## config.mk

```make
export PLATFORM = sky130hd
export DESIGN_NAME = victim_swap_ctrl
export DESIGN_NICKNAME = d
export VERILOG_FILES = /design/src/rtl/victim_swap_ctrl_pkg.sv /design/src/rtl/victim_swap_ctrl.sv
export SDC_FILE = /design/constraint.sdc
export NUM_CORES = 1
export LEC_CHECK = 0
export BUFFER_PORTS_ARGS = -buffer_cell sky130_fd_sc_hd__buf_2
export CORE_AREA = 2 2 317 319
export DETAILED_ROUTE_END_ITERATION = 8
export DIE_AREA = 0 0 319 321
export PLACE_DENSITY_LB_ADDON = 0.3
export REMOVE_ABC_BUFFERS = 1
export SETUP_SLACK_MARGIN = 0.1
export SLEW_MARGIN = 30
export SYNTH_ARGS = -nofsm -noshare
export SYNTH_HDL_FRONTEND = slang
export SYNTH_SLANG_ARGS = --single-unit
```

## constraint.sdc

```tcl
create_clock -name clk -period 38.8 [get_ports clk]
set_input_delay 11.64 -clock clk [delete_from_list [all_inputs] [get_ports clk]]
set_output_delay 11.64 -clock clk [all_outputs]
set_load 0.005 [all_outputs]
```

## src/rtl/victim_swap_ctrl_pkg.sv

```systemverilog
// Shared cache defines for the victim-cache swap controller: default geometry
// and the controller FSM state encoding.
package victim_swap_ctrl_pkg;

  localparam int DCACHE_LINE_WIDTH = 128;
  localparam int VICTIM_ADDR_BITS  = 28;
  localparam int STAT_BITS         = 16;

  typedef enum logic [2:0] {
    ST_IDLE,
    ST_PROBE,
    ST_EVICT,
    ST_MEM_REQ,
    ST_RESP
  } vsc_state_e;

endpackage

```

## src/rtl/victim_swap_ctrl.sv

```systemverilog
// Victim-cache swap controller: on a dcache miss, probes the victim cache,
// parks the evicted line there, falls back to memory, and refills the dcache.
module victim_swap_ctrl #(
  parameter int DCACHE_LINE_WIDTH = victim_swap_ctrl_pkg::DCACHE_LINE_WIDTH,
  parameter int VICTIM_ADDR_BITS  = victim_swap_ctrl_pkg::VICTIM_ADDR_BITS,
  parameter int STAT_BITS         = victim_swap_ctrl_pkg::STAT_BITS
) (
  input  logic                         clk,
  input  logic                         rst,
  input  logic                         flush_i,
  input  logic                         miss_req_i,
  output logic                         miss_ready_o,
  input  logic [VICTIM_ADDR_BITS-1:0]  miss_addr_i,
  input  logic                         evict_valid_i,
  input  logic [VICTIM_ADDR_BITS-1:0]  evict_addr_i,
  input  logic [DCACHE_LINE_WIDTH-1:0] evict_data_i,
  output logic [VICTIM_ADDR_BITS-1:0]  victim_addr_o,
  output logic [DCACHE_LINE_WIDTH-1:0] victim_data_o,
  output logic                         victim_write_o,
  input  logic                         victim_hit_i,
  input  logic [DCACHE_LINE_WIDTH-1:0] victim_data_i,
  output logic                         mem_req_o,
  output logic [VICTIM_ADDR_BITS-1:0]  mem_addr_o,
  input  logic                         mem_ack_i,
  input  logic [DCACHE_LINE_WIDTH-1:0] mem_data_i,
  output logic                         fill_valid_o,
  input  logic                         fill_ready_i,
  output logic [VICTIM_ADDR_BITS-1:0]  fill_addr_o,
  output logic [DCACHE_LINE_WIDTH-1:0] fill_data_o,
  output logic                         fill_from_victim_o,
  output logic [STAT_BITS-1:0]         hit_count_o,
  output logic [STAT_BITS-1:0]         miss_count_o
);
  import victim_swap_ctrl_pkg::*;

  vsc_state_e                   r_state;
  vsc_state_e                   w_next;
  logic [VICTIM_ADDR_BITS-1:0]  r_miss_addr;
  logic                         r_ev_valid;
  logic [VICTIM_ADDR_BITS-1:0]  r_ev_addr;
  logic [DCACHE_LINE_WIDTH-1:0] r_ev_data;
  logic                         r_hit;
  logic [DCACHE_LINE_WIDTH-1:0] r_fill_data;
  logic [STAT_BITS-1:0]         r_hit_cnt;
  logic [STAT_BITS-1:0]         r_miss_cnt;
  logic                         w_evict;
  logic                         w_resp;
  logic                         w_memreq;

  // Flush overrides everything, including a same-cycle request in IDLE.
  always_comb begin
    w_next = r_state;
    if (flush_i) begin
      w_next = ST_IDLE;
    end else begin
      case (r_state)
        ST_IDLE:    if (miss_req_i) w_next = ST_PROBE;
        ST_PROBE:   w_next = r_ev_valid   ? ST_EVICT :
                             victim_hit_i ? ST_RESP  : ST_MEM_REQ;
        ST_EVICT:   w_next = r_hit ? ST_RESP : ST_MEM_REQ;
        ST_MEM_REQ: if (mem_ack_i) w_next = ST_RESP;
        ST_RESP:    if (fill_ready_i) w_next = ST_IDLE;
        default:    w_next = ST_IDLE;
      endcase
    end
  end

  always_ff @(posedge clk or posedge rst) begin
    if (rst) begin
      r_state     <= ST_IDLE;
      r_miss_addr <= '0;
      r_ev_valid  <= 1'b0;
      r_ev_addr   <= '0;
      r_ev_data   <= '0;
      r_hit       <= 1'b0;
      r_fill_data <= '0;
      r_hit_cnt   <= '0;
      r_miss_cnt  <= '0;
    end else begin
      r_state <= w_next;
      if (r_state == ST_IDLE && miss_req_i && !flush_i) begin
        r_miss_addr <= miss_addr_i;
        r_ev_valid  <= evict_valid_i;
        r_ev_addr   <= evict_addr_i;
        r_ev_data   <= evict_data_i;
      end
      // The probe sample is counted even if a flush lands in the same cycle.
      if (r_state == ST_PROBE) begin
        r_hit       <= victim_hit_i;
        r_fill_data <= victim_data_i;
        if (victim_hit_i) r_hit_cnt  <= r_hit_cnt + STAT_BITS'(1);
        else              r_miss_cnt <= r_miss_cnt + STAT_BITS'(1);
      end
      if (r_state == ST_MEM_REQ && mem_ack_i && !flush_i)
        r_fill_data <= mem_data_i;
    end
  end

  assign w_evict  = (r_state == ST_EVICT);
  assign w_resp   = (r_state == ST_RESP);
  assign w_memreq = (r_state == ST_MEM_REQ);

  assign miss_ready_o       = (r_state == ST_IDLE);
  assign victim_write_o     = w_evict;
  assign victim_addr_o      = w_evict ? r_ev_addr : r_miss_addr;
  assign victim_data_o      = w_evict ? r_ev_data : '0;
  assign mem_req_o          = w_memreq;
  assign mem_addr_o         = w_memreq ? r_miss_addr : '0;
  assign fill_valid_o       = w_resp;
  assign fill_addr_o        = w_resp ? r_miss_addr : '0;
  assign fill_data_o        = w_resp ? r_fill_data : '0;
  assign fill_from_victim_o = w_resp & r_hit;
  assign hit_count_o        = r_hit_cnt;
  assign miss_count_o       = r_miss_cnt;

endmodule

```

Word-level counts from Yosys, hierarchy flattened
Index checks and enable logic that the tools add are counted.
{ "op_classes": {"muxes": 15, "eq_ne": 7, "n_addsub": 2, "bitwise": 2, "n_reduce_logical": 10} }
{ "ops": {"columns": ["operator", "n"], "rows": [
  ["$mux W128", 4],
  ["$mux W28", 3],
  ["$add A16 B1 Y16 const B", 2],
  ["$mux W3", 7],
  ["$pmux W3 S5", 1],
  ["$ne A3 B3 Y1 const B", 3],
  ["$eq A3 B2 Y1 const B", 2],
  ["$logic_and A1 B1 Y1", 4],
  ["$reduce_and A2 Y1", 2],
  ["$eq A3 B1 Y1 const B", 1],
  ["$eq A3 B3 Y1 const B", 1],
  ["$logic_not A3 Y1", 1],
  ["$reduce_and A3 Y1", 1],
  ["$reduce_bool A2 Y1", 1],
  ["$and A1 B1 Y1", 1],
  ["$logic_not A1 Y1", 1],
  ["$not A1 Y1", 1]
]} }
{ "word_totals": {"register_bits": 349, "word_cells": 45, "input_bits": 448, "output_inout_bits": 377} }

Logic depth before layout (Yosys ltp)
{ "logic_depth": {"depth_word": 4, "ltp_mapped": 6, "mapped_depth_nobuf": 5} }

Worst setup path after synthesis
Ideal clock, no wire load.
{ "synth_path": {"path_type": "reg2out", "from": "register r_state[2]", "to": "output victim_data_o[10]", "path_slack_ps": 25687, "n_path_buf": 3, "t_arrival_ps": 1473, "required_ps": 27160, "stages_incl_launch_ff": 6, "path_cell_list": "dfrtp_1 -> buf_2 -> nor3_2 -> clkbuf_1 -> clkbuf_1 -> and2_1"} }
{ "synth_between": {"elab_chain_cells": 2} }
{ "synth_lines": {"columns": ["element", "line_no", "source"], "rows": [
  ["start, declared", "victim_swap_ctrl.sv:36", "vsc_state_e r_state;"],
  ["start signal, assigned", "victim_swap_ctrl.sv:80", "r_state <= w_next;"],
  ["$eq A3 B2 Y1", "victim_swap_ctrl.sv:99", "assign w_evict = (r_state == ST_EVICT);"],
  ["$mux W128", "victim_swap_ctrl.sv:106", "assign victim_data_o = w_evict ? r_ev_data : '0;"],
  ["end, declared", "victim_swap_ctrl.sv:18", "output logic [DCACHE_LINE_WIDTH-1:0] victim_data_o,"]
]} }
No other way between the ends.

Worst setup path in the final report
{ "layout_path": {"from": "register r_state[1]", "to": "output victim_addr_o[12]"} }
{ "layout_between": {"elab_chain_cells": 2} }
{ "layout_lines": {"columns": ["element", "line_no", "source"], "rows": [
  ["$eq A3 B2 Y1", "victim_swap_ctrl.sv:99", null],
  ["$mux W28", "victim_swap_ctrl.sv:105", "assign victim_addr_o = w_evict ? r_ev_addr : r_miss_addr;"],
  ["end, declared", "victim_swap_ctrl.sv:17", "output logic [VICTIM_ADDR_BITS-1:0] victim_addr_o,"]
]} }
No other way between the ends.

==> metrics.csv <==
metric,value,unit
initial_core_util,16.7,%
timing.slew.headroom,34.9,%
cp_slowest_cell,buf_4,
gp_congestion,0.802,
hold_viol_final,0,
ir_worst_vdd,0.0278,mV
cts_num_sinks,349,
end_kind,output port,
via_per_inst,4.10,
setup_viol,0,
ant_nets,0,
slew_viol_final,0,
dp_hpwl,53.8,mm
path_class,flop to output port,
grt_start_max_net_pins,124,
yosys-top-cells-area,"dfrtp_1 (53%), mux2_2 (14%), a221o_1 (7.7%)",
clk_latency,0.59,ns
area_growth_syn_to_layout,41.6,%
clkTransAtPathRegs,0.05,ns
final_area,23400,um2
seq_power_share,44.0,%
finalWorstSetupSlack,23.41,ns
p_total,1420,uW
hp-start,miss_count_o[15],
place_area,22000,um2
total_leakage_power,0.0123,uW
crit_top_cell,buf_4,
fin_util,23.6,%
critPathRequiredTime,27.16,ns
drtIter0Drc,761,
drive_gt1_share,52.0,%
yosysUniqueCellTypes,37,
clock_path_buffers,3,
final_common_cell,buf_2,
yosysTopAreaCellShare,52.8,%
wl,72.3,mm
yosys_register_bits,349,
rsz0062_at_grt,false,
synth_flop_cell,dfrtp_1,
routedWlPerCell,20.8,um
postSynthCellCount,1374,
track_usage,13.4,%
reg2reg_from,r_state[2],
crit_chain,buf_4 -> inv_1 -> nor3_4 -> buf_4 -> buf_4 -> mux2_2 -> buf_2,
place.port_buffers,824,
worst_pin_slew,0.977,ns
internal_power,968,uW
via_count,14300,
ys_async_sr_fraction,100,%
avgSynthCellArea,12.0,um2
place_ws,23.99,ns
reg2reg_to,r_miss_addr[12],
max_stage_delay,0.67,ns
min_period_over_period,39.7,%
synth-edff-count,0,
crit_arrival,3.75,ns
p_sw,457,uW
root_buffer,clkbuf_16,
power_frac_clock,28.2,%
antenna_found_initial,48,
first_pass_iters,5,
grt-ovfl-total,0,
finClkSkew,0.0186,ns
die_area,102000,um2
cts.repair.resized,0,
grt_pass1_vias,14400,
tritoncts,done,
cts_buffers,44,
yosysSeqAreaShare,52.8,%
start_kind,flop,
reg2reg_depth,5,
cts-htree-levels,2,
num_io_pins,825,
fin_nets,2589,
comb_power_share,27.8,%
timing.fmax,0.0650,GHz
hold_path.class,flop to flop,
coreArea,99300,um2
ctsHoldBuffers,0,
die_h,321,um
yosys.area.top_type,dfrtp_1,
route.detailed.drc,0,
drv_cap,0,
yosys_warnings,0,
period_minus_slack,15.39,ns
crit_fanout,82,
syn_area,16600,um2
reg2reg_slack,34.63,ns
switching_share,32.1,%
status,"finished, final reports clean",
setup_tns,0,ns
powerDensity,60.8,nW/um2
cts_setup_buffers,0,
holdPathStages,1,
whs_endpoint,miss_count_o[15],
grt_pass1_wl,103,mm
most-common-layout-cells,"buf_2 (824), dfrtp_1 (347), mux2_2 (206), and3_1 (190), and2_1 (131)",
dieWidth,319,um
rows,116,
cell usage after synthesis (2+ instances only):
cell type / n
nor2_1: 7
nor3_1: 8
nand4_1: 5
and2_1: 131
and3_1: 190
nand2_1: 17
inv_1: 4
buf_4: 5
xor2_1: 10
clkbuf_1: 57
nor3_4: 2
o21ai_0: 3
buf_2: 61
nor2b_1: 130
nand3_1: 13
mux2_2: 206
dfrtp_1: 349
ha_1: 2
a221o_1: 128
xnor2_1: 20
mux2_1: 9
nand2b_1: 2
cell families (layout without fill, tap and decap cells):
family	count (synthesis)	count (layout)	share of synthesized area (%)
AO/OA/AOI/OAI	136	136	8.06
XOR/XNOR	30	30	1.59
adder cells (fa/ha/maj)	2	2	0.151
buffers and inverters	127	924	3.45
flip-flops	349	349	52.8
multiplexers	215	215	14.6
other	0	10	0
AND/OR/NAND/NOR	515	515	19.4
metrics by stage:
step           cells  hold WS (ns)
2_1_floorplan   1251         0.456
3_3_place_gp    3389         0.459
3_5_place_dp    3390         0.463
4_1_cts         3468         0.471
5_1_grt         3478         0.495
6_report        3479         0.476
power by group through the flow:
stage               Combinational (uW)  Clock (uW)  Sequential (uW)
floorplan                          280           0              572
global placement                   390           0              635
detailed placement                 400           0              629
CTS                                400         421              628
global route                       436         435              644
finish                             396         402              626
final cells by class:
class	count	area, um2
Clock inverter	12	123
Tap cell	1298	1620
Clock buffer	66	1270
Inverter	4	22.5
Sequential cell	349	8740
Antenna cell	10	25.0
Fill cell	10800	75800
Multi-Input combinational cell	898	7300
Timing Repair Buffer	842	4320
worst max path at each step:
stage	start	endpoint	slack [ns]	cells past startpoint
2_1_floorplan	rst	hit_count_o[0]	17.48	1
3_3_place_gp	r_state[1]	fill_data_o[24]	23.90	5
3_5_place_dp	flush_i	r_ev_data[100]	23.99	6
4_1_cts	r_state[1]	victim_addr_o[12]	23.35	7
5_1_grt	r_state[1]	victim_addr_o[3]	23.13	7
6_report	r_state[1]	victim_addr_o[12]	23.41	7
worst max-delay path: cells and delay by family (launching register included):
family / cells / cell delay, ns
buffers and inverters: 5 / 2.09
multiplexers: 1 / 0.41
flip-flops: 1 / 0.33
AND/OR/NAND/NOR: 1 / 0.17
per-layer routing:
metal,GRT usage (%),up-vias,routed length [um]
met2,22.1,646,34500
met1,17.1,6989,30800
met4,3.70,14,1710
met3,3.94,126,5260
li1,-,6476,-
met5,0,-,102
registers in the layout (all words and copies together), names as in the netlist:
register,cells
r_ev_data,128
r_fill_data,128
r_ev_addr,28
r_miss_addr,28
hit_count_o,16
miss_count_o,16
r_state,3
r_ev_valid,1
r_hit,1
Note: power is estimated with default switching activity, not from simulation.
